$ cat src/rtl/jesd_tx_link_if.sv
// Link-side bundle between the sample TX adapter, the receiver SYNC~ line
// and the 8b/10b encoder lane for the JESD204B transmit link layer.
interface jesd_tx_link_if #(
    parameter int P = 32
);
    logic             tx_rst_n;
    logic             tx_en;
    logic             sync_n;
    logic             cgs_done;
    logic             ilas_done;
    logic             link_up;
    logic             tx_val;
    logic             tx_rdy;
    logic [P-1:0]     tx_dat;
    logic [P-1:0]     lane_dat;
    logic [P/8-1:0]   lane_k;

    // Upstream view: adapter/receiver drive control and payload, observe lane.
    modport master (
        output tx_rst_n, tx_en, sync_n, tx_val, tx_dat,
        input  cgs_done, ilas_done, link_up, tx_rdy, lane_dat, lane_k
    );

    // Link layer view.
    modport slave (
        input  tx_rst_n, tx_en, sync_n, tx_val, tx_dat,
        output cgs_done, ilas_done, link_up, tx_rdy, lane_dat, lane_k
    );
endinterface

$ cat src/rtl/jesd_tx_link.sv
// Simplified single-lane JESD204B transmit link layer: CGS -> ILAS -> DATA
// bring-up, LMFC tracking, SYNC~ driven resync, registered lane output with
// per-octet K-character flags.
module jesd_tx_link #(
    parameter int P          = 32,
    parameter int F          = 2,
    parameter int K          = 16,
    parameter int ILAS_MF    = 4,
    parameter int RESYNC_CYC = 4
) (
    input  logic          clk,
    input  logic          rst,
    jesd_tx_link_if.slave lnk
);
    localparam int NOCT   = P / 8;
    localparam int MF_CYC = K * F * 8 / P;
    localparam int LMFC_W = (MF_CYC > 1) ? $clog2(MF_CYC) : 1;
    localparam int MF_W   = $clog2(ILAS_MF);
    localparam int LOW_W  = $clog2(RESYNC_CYC + 1);

    typedef enum logic [1:0] {
        ST_RESET = 2'd0,
        ST_CGS   = 2'd1,
        ST_ILAS  = 2'd2,
        ST_DATA  = 2'd3
    } state_t;

    state_t             state_reg, state_next;
    logic               sync_meta_reg, sync_s_reg;
    logic [LMFC_W-1:0]  lmfc_reg, lmfc_next;
    logic [MF_W-1:0]    mf_reg, mf_next;
    logic [LOW_W-1:0]   low_reg, low_next;
    logic               cgs_done_reg, cgs_done_next;
    logic               ilas_done_reg, ilas_done_next;
    logic               link_up_reg, link_up_next;
    logic [P-1:0]       lane_dat_reg, lane_dat_next;
    logic [NOCT-1:0]    lane_k_reg, lane_k_next;

    logic [P-1:0]       ilas_dat;
    logic [NOCT-1:0]    ilas_k;
    logic               lmfc_last, mf_last, mf_is_one, in_link, resync, link_ok;

    assign lmfc_last = (lmfc_reg == LMFC_W'(MF_CYC - 1));
    assign mf_last   = (mf_reg == MF_W'(ILAS_MF - 1));
    assign mf_is_one = (mf_reg == MF_W'(1));
    assign in_link   = (state_reg == ST_ILAS) || (state_reg == ST_DATA);
    // Fires on the RESYNC_CYC-th consecutive low cycle of the synchronised SYNC~.
    assign resync    = in_link && !sync_s_reg && (low_reg == LOW_W'(RESYNC_CYC - 1));
    assign link_ok   = lnk.tx_rst_n && lnk.tx_en;

    // ILAS octet content: position j within the multiframe selects the
    // /R/ start, /A/ end, /Q/ marker in the second multiframe, else j itself.
    generate
        for (genvar gi = 0; gi < NOCT; gi++) begin : g_ilas
            logic [15:0] j;
            logic        is_r, is_a, is_q;
            assign j    = 16'(lmfc_reg) * 16'(NOCT) + 16'(gi);
            assign is_r = (j == 16'd0);
            assign is_a = (j == 16'(K * F - 1));
            assign is_q = mf_is_one && (j == 16'd1);
            assign ilas_dat[gi*8 +: 8] = is_r ? 8'h1C :
                                         is_a ? 8'h7C :
                                         is_q ? 8'h9C : j[7:0];
            assign ilas_k[gi] = is_r || is_a || is_q;
        end
    endgenerate

    // Two-flop synchroniser for the asynchronous SYNC~ input.
    always_ff @(posedge clk or posedge rst) begin
        if (rst) begin
            sync_meta_reg <= 1'b0;
            sync_s_reg    <= 1'b0;
        end else begin
            sync_meta_reg <= lnk.sync_n;
            sync_s_reg    <= sync_meta_reg;
        end
    end

    // Next-state logic; losing tx_rst_n/tx_en overrides everything.
    always_comb begin
        state_next = state_reg;
        if (!link_ok) begin
            state_next = ST_RESET;
        end else begin
            case (state_reg)
                ST_RESET: state_next = ST_CGS;
                ST_CGS:   if (sync_s_reg && lmfc_last) state_next = ST_ILAS;
                ST_ILAS: begin
                    if (resync)                    state_next = ST_CGS;
                    else if (lmfc_last && mf_last) state_next = ST_DATA;
                end
                ST_DATA:  if (resync) state_next = ST_CGS;
                default:  state_next = ST_RESET;
            endcase
        end
    end

    // LMFC, ILAS multiframe and SYNC~-low run counters.
    always_comb begin
        lmfc_next = lmfc_last ? '0 : lmfc_reg + LMFC_W'(1);
        if (state_reg == ST_RESET || state_next == ST_RESET)
            lmfc_next = '0;

        mf_next = mf_reg;
        if (state_reg != ST_ILAS)
            mf_next = '0;
        else if (lmfc_last)
            mf_next = mf_last ? '0 : mf_reg + MF_W'(1);

        low_next = '0;
        if (in_link && !sync_s_reg && !resync)
            low_next = low_reg + LOW_W'(1);
    end

    // Sticky status flags: set on the bring-up transitions, cleared only by
    // reset/disable or a resync.
    always_comb begin
        cgs_done_next  = cgs_done_reg;
        ilas_done_next = ilas_done_reg;
        link_up_next   = link_up_reg;
        if (state_next == ST_RESET || resync) begin
            cgs_done_next  = 1'b0;
            ilas_done_next = 1'b0;
            link_up_next   = 1'b0;
        end else begin
            if (state_reg == ST_CGS && state_next == ST_ILAS)
                cgs_done_next = 1'b1;
            if (state_reg == ST_ILAS && state_next == ST_DATA) begin
                ilas_done_next = 1'b1;
                link_up_next   = 1'b1;
            end
        end
    end

    // Lane word for the current state; an abort blanks it on the same edge.
    always_comb begin
        lane_dat_next = '0;
        lane_k_next   = '0;
        if (state_next != ST_RESET) begin
            case (state_reg)
                ST_CGS: begin
                    lane_dat_next = {NOCT{8'hBC}};
                    lane_k_next   = '1;
                end
                ST_ILAS: begin
                    lane_dat_next = ilas_dat;
                    lane_k_next   = ilas_k;
                end
                ST_DATA: if (lnk.tx_val) lane_dat_next = lnk.tx_dat;
                default: ;
            endcase
        end
    end

    // State, counters, status and lane registers.
    always_ff @(posedge clk or posedge rst) begin
        if (rst) begin
            state_reg     <= ST_RESET;
            lmfc_reg      <= '0;
            mf_reg        <= '0;
            low_reg       <= '0;
            cgs_done_reg  <= 1'b0;
            ilas_done_reg <= 1'b0;
            link_up_reg   <= 1'b0;
            lane_dat_reg  <= '0;
            lane_k_reg    <= '0;
        end else begin
            state_reg     <= state_next;
            lmfc_reg      <= lmfc_next;
            mf_reg        <= mf_next;
            low_reg       <= low_next;
            cgs_done_reg  <= cgs_done_next;
            ilas_done_reg <= ilas_done_next;
            link_up_reg   <= link_up_next;
            lane_dat_reg  <= lane_dat_next;
            lane_k_reg    <= lane_k_next;
        end
    end

    assign lnk.tx_rdy    = (state_reg == ST_DATA);
    assign lnk.cgs_done  = cgs_done_reg;
    assign lnk.ilas_done = ilas_done_reg;
    assign lnk.link_up   = link_up_reg;
    assign lnk.lane_dat  = lane_dat_reg;
    assign lnk.lane_k    = lane_k_reg;
endmodule

$ cat src/flat_wrapper.sv
// flat-port wrapper written by rule: the top's interface ports become plain ports
module jesd_tx_link_flat 
#(
    parameter int P          = 32,
    parameter int F          = 2,
    parameter int K          = 16,
    parameter int ILAS_MF    = 4,
    parameter int RESYNC_CYC = 4
)
  (clk, rst, lnk_tx_rst_n, lnk_tx_en, lnk_sync_n, lnk_tx_val, lnk_tx_dat, lnk_cgs_done, lnk_ilas_done, lnk_link_up, lnk_tx_rdy, lnk_lane_dat, lnk_lane_k);
  jesd_tx_link_if #(.P(P)) lnk_i ();
  input  logic clk;
  input  logic rst;
  input wire logic [$bits(lnk_i.tx_rst_n)-1:0] lnk_tx_rst_n;
  input wire logic [$bits(lnk_i.tx_en)-1:0] lnk_tx_en;
  input wire logic [$bits(lnk_i.sync_n)-1:0] lnk_sync_n;
  input wire logic [$bits(lnk_i.tx_val)-1:0] lnk_tx_val;
  input wire logic [$bits(lnk_i.tx_dat)-1:0] lnk_tx_dat;
  output wire logic [$bits(lnk_i.cgs_done)-1:0] lnk_cgs_done;
  output wire logic [$bits(lnk_i.ilas_done)-1:0] lnk_ilas_done;
  output wire logic [$bits(lnk_i.link_up)-1:0] lnk_link_up;
  output wire logic [$bits(lnk_i.tx_rdy)-1:0] lnk_tx_rdy;
  output wire logic [$bits(lnk_i.lane_dat)-1:0] lnk_lane_dat;
  output wire logic [$bits(lnk_i.lane_k)-1:0] lnk_lane_k;
  assign lnk_i.tx_rst_n = lnk_tx_rst_n;
  assign lnk_i.tx_en = lnk_tx_en;
  assign lnk_i.sync_n = lnk_sync_n;
  assign lnk_i.tx_val = lnk_tx_val;
  assign lnk_i.tx_dat = lnk_tx_dat;
  assign lnk_cgs_done = lnk_i.cgs_done;
  assign lnk_ilas_done = lnk_i.ilas_done;
  assign lnk_link_up = lnk_i.link_up;
  assign lnk_tx_rdy = lnk_i.tx_rdy;
  assign lnk_lane_dat = lnk_i.lane_dat;
  assign lnk_lane_k = lnk_i.lane_k;
  jesd_tx_link #(.P(P), .F(F), .K(K), .ILAS_MF(ILAS_MF), .RESYNC_CYC(RESYNC_CYC)) u_core (.clk(clk), .rst(rst), .lnk(lnk_i));
endmodule
$ cat config.mk
export PLATFORM = sky130hd
export DESIGN_NAME = jesd_tx_link_flat
export DESIGN_NICKNAME = d
export VERILOG_FILES = /design/src/rtl/jesd_tx_link_if.sv /design/src/rtl/jesd_tx_link.sv /design/src/flat_wrapper.sv
export SDC_FILE = /design/constraint.sdc
export NUM_CORES = 1
export LEC_CHECK = 0
export ABC_CLOCK_PERIOD_IN_PS = 5500
export BUFFER_PORTS_ARGS = -buffer_cell sky130_fd_sc_hd__buf_4
export CAP_MARGIN = 25
export CORE_ASPECT_RATIO = 0.75
export CORE_UTILIZATION = 45
export DETAILED_ROUTE_END_ITERATION = 16
export PLACE_DENSITY = 0.73
export REMOVE_ABC_BUFFERS = 1
export SYNTH_ARGS = -nofsm -noshare
export SYNTH_HDL_FRONTEND = slang
export SYNTH_SLANG_ARGS = --single-unit
$ cat constraint.sdc
create_clock -name clk -period 5.5 [get_ports clk]
set_clock_uncertainty 0.05 [all_clocks]
set_input_delay 0.55 -clock clk [delete_from_list [all_inputs] [get_ports clk]]
set_output_delay 0.55 -clock clk [all_outputs]
set_load 0.01 [all_outputs]
Word level (Yosys, flattened, before mapping)
Cells that the tools add are included.

word-level totals
  register bits after elaboration = 50
  input port bits = 38
  output and inout port bits = 40
  word-level logic and storage cells = 95

cells by class
  $add $sub $neg = 6
  eq/ne operators = 16
  mux-type cells = 31
  reductions and logical operators = 32

operators with widths
  operator               count
  $pmux W32 S3           1
  $mux W8                9
  $logic_not A16 Y1      4
  $mux W32               2
  $eq A16 B1 Y1 const B  3
  $eq A16 B5 Y1 const B  3
  $mux W2                8
  $add A5 B2 Y6 const B  2
  $logic_and A1 B1 Y1    11
  $eq A2 B2 Y1 const B   5
  $logic_or A1 B1 Y1     9
  $mux W3                3
  $pmux W2 S4            1
  $pmux W4 S2            1
  $reduce_bool A2 Y1     4
  $add A3 B1 Y3 const B  2
  $add A5 B1 Y6 const B  1
  $mux W5                1
  $eq A2 B1 Y1 const B   2
  $logic_not A2 Y1       2
  $mux W1                4
  $mux W4                1
  $eq A3 B2 Y1 const B   1
  $eq A3 B3 Y1 const B   1
  other kinds (3)        4

Logic depth before layout (Yosys ltp)
Gate-level depths: netlist (run 1).

  depth in word-level cells = 11
  depth in mapped cells = 9
  gate-level depth less buffers = 7

Least setup slack after synthesis (run 1)
No wires, ideal clock.

  kind = flip-flop to flip-flop
  start = reg u_core.low_reg[0]
  end = reg u_core.lane_dat_reg[10] (netlist: u_core.lnk.lane_dat[10])
  library setup time = 0.082 ns
  arrival = 1.851 ns
  data required time = 5.368 ns
  path slack = 3.517 ns
  stages on the path, launching flop included = 9
  buffers on the path = 1
  clock period less this slack = 1.983 ns
  cell sequence = dfrtp_1 -> ha_1 -> ha_1 -> nor2b_2 -> o32ai_2 -> nor3b_4 -> o22ai_2 -> buf_6 -> a31oi_1

between the ends
  cells in the longest elaborated chain, start to end = 7
  elaborated cells on any way between the ends = 8
  those cells by class = 1 x eq/ne; 5 x mux; 2 x reduce/logical

ends and longest elaborated chain
  what                                line                                    text
  start: declaration                  jesd_tx_link.sv:32                      logic [LOW_W-1:0] low_reg, low_next;
  start signal: assignment            jesd_tx_link.sv:171                     low_reg <= low_next;
  $eq A3 B2 Y1 *                      jesd_tx_link.sv:48                      assign resync = in_link && !sync_s_reg && (low_reg == LOW_W'(RESYNC_CYC - 1));
  $logic_and A1 B1 Y1 *               jesd_tx_link.sv:48
  $mux W2, on equally long branches   jesd_tx_link.sv:92, jesd_tx_link.sv:89
  $pmux W2 S4 *                       jesd_tx_link.sv:85                      case (state_reg)
  $mux W2 *                           jesd_tx_link.sv:82                      if (!link_ok) begin
  named net u_core.state_next[1]      jesd_tx_link.sv:28                      state_t state_reg, state_next;
  $reduce_bool A2 Y1 *                jesd_tx_link.sv:139                     if (state_next != ST_RESET) begin
  $mux W32 *                          jesd_tx_link.sv:139
  named net u_core.lane_dat_next[10]  jesd_tx_link.sv:36                      logic [P-1:0] lane_dat_reg, lane_dat_next;
  end signal: assignment              jesd_tx_link.sv:175                     lane_dat_reg <= lane_dat_next;
  end: declaration                    jesd_tx_link.sv:36

Mark *: on every way through the listed nets, which the timed path passes. The rest lies on a longest branch.
A chain may end at the register's enable or synchronous reset.

Worst setup path after layout (run 1)
  start = reg u_core.state_reg[1]
  end = reg u_core.lane_dat_reg[12] (netlist: u_core.lnk.lane_dat[12])

between the ends
  cells in the longest elaborated chain, start to end = 9
  elaborated cells on any way between the ends = 16
  those cells by class = 3 x eq/ne; 8 x mux; 5 x reduce/logical

ends and longest elaborated chain
  what                                line                                    text
  start: declaration                  jesd_tx_link.sv:28
  start signal: assignment            jesd_tx_link.sv:168                     state_reg <= state_next;
  $eq A2 B2 Y1                        jesd_tx_link.sv:46, jesd_tx_link.sv:85
  $logic_or A1 B1 Y1                  jesd_tx_link.sv:46                      assign in_link = (state_reg == ST_ILAS) || (state_reg == ST_DATA);
  $logic_and A1 B1 Y1 (2 in a row)    jesd_tx_link.sv:48
  $mux W2, on equally long branches   jesd_tx_link.sv:92, jesd_tx_link.sv:89
  $pmux W2 S4 *                       jesd_tx_link.sv:85
  $mux W2 *                           jesd_tx_link.sv:82
  named net u_core.state_next[1]      jesd_tx_link.sv:28
  $reduce_bool A2 Y1 *                jesd_tx_link.sv:139
  $mux W32 *                          jesd_tx_link.sv:139
  named net u_core.lane_dat_next[12]  jesd_tx_link.sv:36

Marks and branches as above.

==> flow_summary.toml, run 1 <==
[synth]
synth_most_common_cell = "dfrtp_1"
yosysWarnings = 0
synth_seq_cells = 50
synth_top_cell_by_area = "dfrtp_1"
synth_flop_cell = "dfrtp_1"
synthesis.area_mm2 = 0.002141
avgSynthCellArea_um2 = 10.98
async_reset_ff_share_pct = 100.0
synth_edf_count = 0
yosys-top-cells-area = "dfrtp_1 58%, ha_1 7.6%, nand2_1 6.5%"
synth_top_area_share_pct = 58.45
synth_commonest_cells = "50 x dfrtp_1, 37 x nand2_1, 22 x a21oi_1, 13 x ha_1"
synth_cells = 195
synth.distinct_cells = 36
ys_seq_area_share_pct = 58.45

[clocking]
h-tree-depth = 2
cts_buffers = 5
cts_tree = "yes"
cts_hold_buf = 0
cts.clk_slew.worst_paths_ns = 0.09
clock_sinks = 50
clk_path_buf_depth = 2
ctsRootBufferMaster = "clkbuf_8"
cts_resized = 0
worstSkewPairLatency_ns = 0.30
post_cts_buffers = 0

[run]
maxCapViolCount = 0

[die]
core_area_mm2 = 0.004519
die-area_mm2 = 0.005040
die_h_um = 61.73
rows = 21
floorplan.initialDensity_pct = 47.37
io_pins = 78
die_w_um = 81.65

[worst_hold_path]
holdCritPathClass = "in -> async"

[global_routing]
grt_max_degree = 51
met1_usage_pct = 24.24
use_met2_pct = 29.52
top_usage_layer = "met2"
met3_usage_pct = 5.109
track_usage_pct = 18.17
grt_pass1_wl_mm = 6.706
grt.overflow.total = 0
antenna_found_initial = 0
grt_pass1_vias = 1476

[setup_path]
arrival_ns = 2.83
cp-startpoint = "u_core.state_reg[1]"
slowest_delay_ns = 0.68
crit-reg2reg-launch = "u_core.state_reg[1]"
start_kind = "flop"
worstRegToRegCells = 6
reg2reg_setup_slack_ns = 2.83
crit_path_end = "u_core.lnk.lane_dat[12]"
timing.rr.end = "u_core.lnk.lane_dat[12]"
crit_chain = "ha_1, a21oi_1, o32ai_2, nor3b_4, o22ai_2, a31oi_1"
path_class = "reg -> reg"
slowest_stage = "dfrtp_1"
crit_fanout = 21
cp.required_ns = 5.66
end_kind = "flop"

[placement]
place_congestion = 0.7940
dp_hpwl_mm = 3.222
place_area_mm2 = 0.002725
io_buffers = 77
post-place-cells = 319

[run_status]
status = "finished clean"

[sta]
finalCriticalPeriod_ns = 2.669
slew_headroom_pct = 45.39
max_freq_mhz = 374.7
worst_pin_slew_ns = 0.8191
post-route-period-util_pct = 48.53
hold_slack_ns = 0.2018
grt_setup_unrepaired = "false"
slew_violations = 0
setup_viol = 0
hold_violations = 0
tns_ns = 0

[final_layout]
nets = 321
drive_gt1_share_pct = 35.19
stdcell_area_mm2 = 0.002829
n_antenna_cell = 0
largest_reg_flops = 32
area_growth_pct = 32.14
instances_no_fill = 327

[detailed_routing]
wirelength_mm = 4.434
ant_nets = 0
remaining_drc_errors = 0
drt-pass1-iter-count = 4
num_vias = 1646
viasPerCell = 5.034
first_iter_violations = 63
wl_per_cell_um = 13.56

[pwr]
leakage_uw = 0.001463
power_uw = 622.9
max-vdd-ir-drop_v = 0.0001478
p_per_area_mw_per_mm2 = 220.2
## how the worst min path moves through the flow
stage,start,end,slack (ns),cells past startpoint
after floorplan,u_core.sync_meta_reg,u_core.sync_s_reg,0.28,0
after global placement,u_core.sync_meta_reg,u_core.sync_s_reg,0.28,0
after detailed placement,u_core.sync_meta_reg,u_core.sync_s_reg,0.29,0
after CTS,lnk_sync_n,u_core.sync_meta_reg,0.30,1
after global routing,rst,u_core.lnk.lane_k[2],0.22,2
final,rst,u_core.state_reg[1],0.20,2
## layer usage
layer	vias to the layer above	part of all wire, %
met5	-	0
met2	75	45
met1	764	45
met3	2	9.6
met4	0	0.16
li1	805	-
## area by class of cell
cell class | count | area (um2)
fill | 384 | 1690
tap | 57 | 71.32
timing repair buffer | 79 | 613.1
sequential | 50 | 1251
multi-input combinational | 125 | 775.7
clock buffer | 5 | 68.82
clock inverter | 2 | 15.01
inverter | 9 | 33.78
## per-stage QoR
stage,setup WS [ns],utilization (%)
floorplan,3.340,-
global placement,3.025,59.97
detailed placement,2.829,60.30
CTS,2.816,62.15
global route,2.577,62.60
finish,2.831,62.60
## cell families after synthesis
logic type / share of synthesized area (%)
simple gates: 14.49
flops: 58.45
compound gates: 14.14
buf+inv: 5.318
fa+ha+maj: 7.598
## critical path: cells and delay by family (launching register included)
kind	cells	cell delay [ns]
compound gates	4	0.98
fa+ha+maj	1	0.55
simple gates	1	0.33
flops	1	0.68
## power by group
group          leakage, uW  switching, uW  internal (uW)
logic             0.000738           20.8           26.6
registers         0.000689           3.45            372
clock network    0.0000362            113           86.9
## placed cells by master, fill, tap and decap left out, types with 2 or more instances in the layout
cell type	instances
nor4_1	2
nor3b_1	2
nand2_1	37
a21oi_1	22
clkbuf_8	5
inv_1	8
and2_1	2
nor2_1	11
buf_4	77
clkinvlp_4	2
o211a_1	2
a31oi_1	11
dfrtp_1	50
ha_1	13
o21ai_0	3
Note: power is estimated with default switching activity, not from simulation.
==> inputs of run 2 (changes only) <==
--- a/config.mk
+++ b/config.mk
@@ -5,13 +5,14 @@
 export SDC_FILE = /design/constraint.sdc
 export NUM_CORES = 1
 export LEC_CHECK = 0
-export ABC_CLOCK_PERIOD_IN_PS = 5500
+export ABC_AREA = 1
+export ABC_CLOCK_PERIOD_IN_PS = 2720
 export BUFFER_PORTS_ARGS = -buffer_cell sky130_fd_sc_hd__buf_4
 export CAP_MARGIN = 25
 export CORE_ASPECT_RATIO = 0.75
 export CORE_UTILIZATION = 45
 export DETAILED_ROUTE_END_ITERATION = 16
-export PLACE_DENSITY = 0.73
+export PLACE_DENSITY = 0.72
 export REMOVE_ABC_BUFFERS = 1
 export SYNTH_ARGS = -nofsm -noshare
 export SYNTH_HDL_FRONTEND = slang
==> constraint.sdc (replaced) <==
create_clock -name clk -period 2.72 [get_ports clk]
set_clock_uncertainty 0.05 [all_clocks]
set_input_delay 0.272 -clock clk [delete_from_list [all_inputs] [get_ports clk]]
set_output_delay 0.272 -clock clk [all_outputs]
set_load 0.01 [all_outputs]
==> run 2 against run 1 <==
Against the previous run:
- the run now ends with DRC left
- cell count is 14% higher
- combinational power is 120% higher
- worst setup slack worse by 2.4 ns
- critical path type unchanged
- largest cell class unchanged
- largest power group unchanged
==> flow_summary.toml, run 2 <==
[pwr]
max-vdd-ir-drop_v = 0.0002132
power_uw = 1310
p_per_area_mw_per_mm2 = 435.8
leakage_uw = 0.001646

[final_layout]
multi_input_area_um2 = 843.3
area_growth_pct = 31.76
mostFrequentLayoutCell = "buf_4"
drive_gt1_share_pct = 37.38
nets = 363
finish.utilization_pct = 61.68
stdcell_area_mm2 = 0.003005
nFillCells = 442
n_antenna_cell = 0
ff_latch_area_mm2 = 0.001251
layout_common_cells = "79 x buf_4, 50 x dfrtp_1, 45 x nand2_1"
largest_reg_flops = 32

[clocking]
worstSkewPairLatency_ns = 0.30
clock_sinks = 50
post_cts_buffers = 0
h-tree-depth = 2
cts_tree = "yes"
clk_path_buf_depth = 2
cts_resized = 0
ctsRootBufferMaster = "clkbuf_8"
cts_buffers = 5
cts.clk_slew.worst_paths_ns = 0.09

[synth]
synth_seq_cells = 50
avgSynthCellArea_um2 = 9.789
async_reset_ff_share_pct = 100.0
yosysWarnings = 0
ys_seq_area_share_pct = 54.85
synth_most_common_cell = "dfrtp_1"
synth_top_cell_by_area = "dfrtp_1"
synthesis.area_mm2 = 0.002281
synth_flop_cell = "dfrtp_1"
synth.distinct_cells = 26
synth_cells = 233
synth_top_area_share_pct = 54.85
yosys-top-cells-area = "dfrtp_1 55%, nand2_1 7.4%, ha_1 7.1%"
synth_edf_count = 0
synth_commonest_cells = "50 x dfrtp_1, 45 x nand2_1, 29 x inv_1, 25 x nor2_1, 18 x nor2_2"

[sta]
worst_pin_slew_ns = 0.8639
setup_viol = 0
grt_setup_unrepaired = "false"
max_freq_mhz = 436.0
tns_ns = 0
post-route-period-util_pct = 84.33
hold_violations = 0
slew_violations = 0
finalCriticalPeriod_ns = 2.294
slew_headroom_pct = 42.19

[detailed_routing]
num_vias = 1725
viasPerCell = 4.625
wirelength_mm = 4.651
wl_per_cell_um = 12.47
ant_nets = 0
first_iter_violations = 92
drt-pass1-iter-count = 10
remaining_drc_errors = 18

[setup_path]
end_kind = "flop"
start_kind = "flop"
worstRegToRegCells = 12
timing.rr.end = "u_core.lnk.lane_dat[31]"
crit_fanout = 21
reg2reg_setup_slack_ns = 0.43
cp.required_ns = 2.84
arrival_ns = 2.41
crit-reg2reg-launch = "u_core.state_reg[0]"
path_class = "reg -> reg"

[placement]
place_congestion = 0.8468
place_area_mm2 = 0.002880
io_buffers = 77
dp_hpwl_mm = 3.358

[worst_hold_path]
hold_path_depth = 1
holdCritPathClass = "in -> reg"
hold_end = "u_core.sync_meta_reg"
hold_start = "lnk_sync_n"

[global_routing]
grt_pass1_vias = 1696
antenna_found_initial = 0
track_usage_pct = 18.97
grt.overflow.total = 0
grt_pass1_wl_mm = 7.762
grt_max_degree = 51

[run_status]
status = "finished with violations"
violations = "DRC"

[die]
rows = 22
die-area_mm2 = 0.005360
die_h_um = 63.66
die_w_um = 84.21
floorplan.initialDensity_pct = 46.82
io_pins = 78
core_area_mm2 = 0.004872

[run]
maxCapViolCount = 0
run 2: changes by cell type in the layout (fill, tap and decap cells not counted), sizes merged, moves of 3 or more:
cell | before | now
nor2 | 11 | 45
nor3b | 3 | 0
nand3 | 1 | 6
a21oi | 23 | 10
a31oi | 11 | 0
nand2 | 37 | 50
inv | 9 | 30
a211oi | 0 | 10
run 2: metal layers:
layer,global-route usage (%),wire length (um)
met3,5.767,292
met2,29.30,2020
met1,25.72,2302
met5,0,0
met4,5.819,34
run 2: what timing repair did:
action                                  CTS  global route
endpoints found under the setup margin    0             0
hold buffers                              0             1
hold endpoints to repair                  0            23
run 2: per-stage QoR:
stage | setup WS, ns | cells | hold WS (ns)
2_1_floorplan | 0.6904 | 224 | 0.2534
3_3_place_gp | 0.5266 | 363 | 0.2823
3_5_place_dp | 0.4347 | 363 | 0.2957
4_1_cts | 0.4204 | 371 | 0.01391
5_1_grt | 0.1896 | 373 | 0.005408
6_report | 0.4263 | 373 | 0.02354
run 2: worst max-delay path by stage:
| stage | start | endpoint | slack [ns] | cells past startpoint |
|---|---|---|---|---|
| 6_report | u_core.state_reg[0] | u_core.lnk.lane_dat[31] | 0.43 | 12 |
| 5_1_grt | u_core.state_reg[0] | u_core.lnk.lane_dat[31] | 0.19 | 12 |
| 4_1_cts | u_core.state_reg[0] | u_core.lnk.lane_dat[31] | 0.42 | 12 |
| 3_5_place_dp | u_core.state_reg[0] | u_core.lnk.lane_dat[31] | 0.43 | 12 |
| 3_3_place_gp | u_core.state_reg[0] | u_core.lnk.lane_dat[31] | 0.53 | 12 |
| 2_1_floorplan | u_core.state_reg[1] | u_core.lnk.lane_dat[31] | 0.69 | 10 |
run 2: critical path, stage by stage, from the launching register on:
cell and delay, ns:
dfrtp_1 0.55, inv_1 0.11, ha_1 0.38, inv_6 0.13
nand2_4 0.06, nand3_2 0.07, nand2_1 0.05, nand2_1 0.06
nand2_1 0.08, nand2_2 0.12, nand2_4 0.09, o21ai_4 0.32
nor2_1 0.08
run 2: cell type report:
| type | instances | area share, % |
|---|---|---|
| clock inverters | 2 | 0.4163 |
| flip-flops and latches | 50 | 41.63 |
| repair buffers | 81 | 20.73 |
| inverters | 30 | 3.913 |
| multi-input cells | 144 | 28.06 |
| clock buffers | 6 | 2.748 |
| well taps | 60 | 2.498 |
run 2: logic make-up after synthesis:
kind of cell / after synthesis / share of synthesized area (%)
and+or+nand+nor: 102 / 21.34
adders and majority gates: 13 / 7.131
buffers and inverters: 39 / 8.173
DFF: 50 / 54.85
AOI/OAI and AO/OA: 29 / 8.503
run 2: report_power, final:
part,total [uW],switching (uW),internal (uW)
registers,758,5.63,753
clock network,447,243,205
logic,104,48.9,55.3
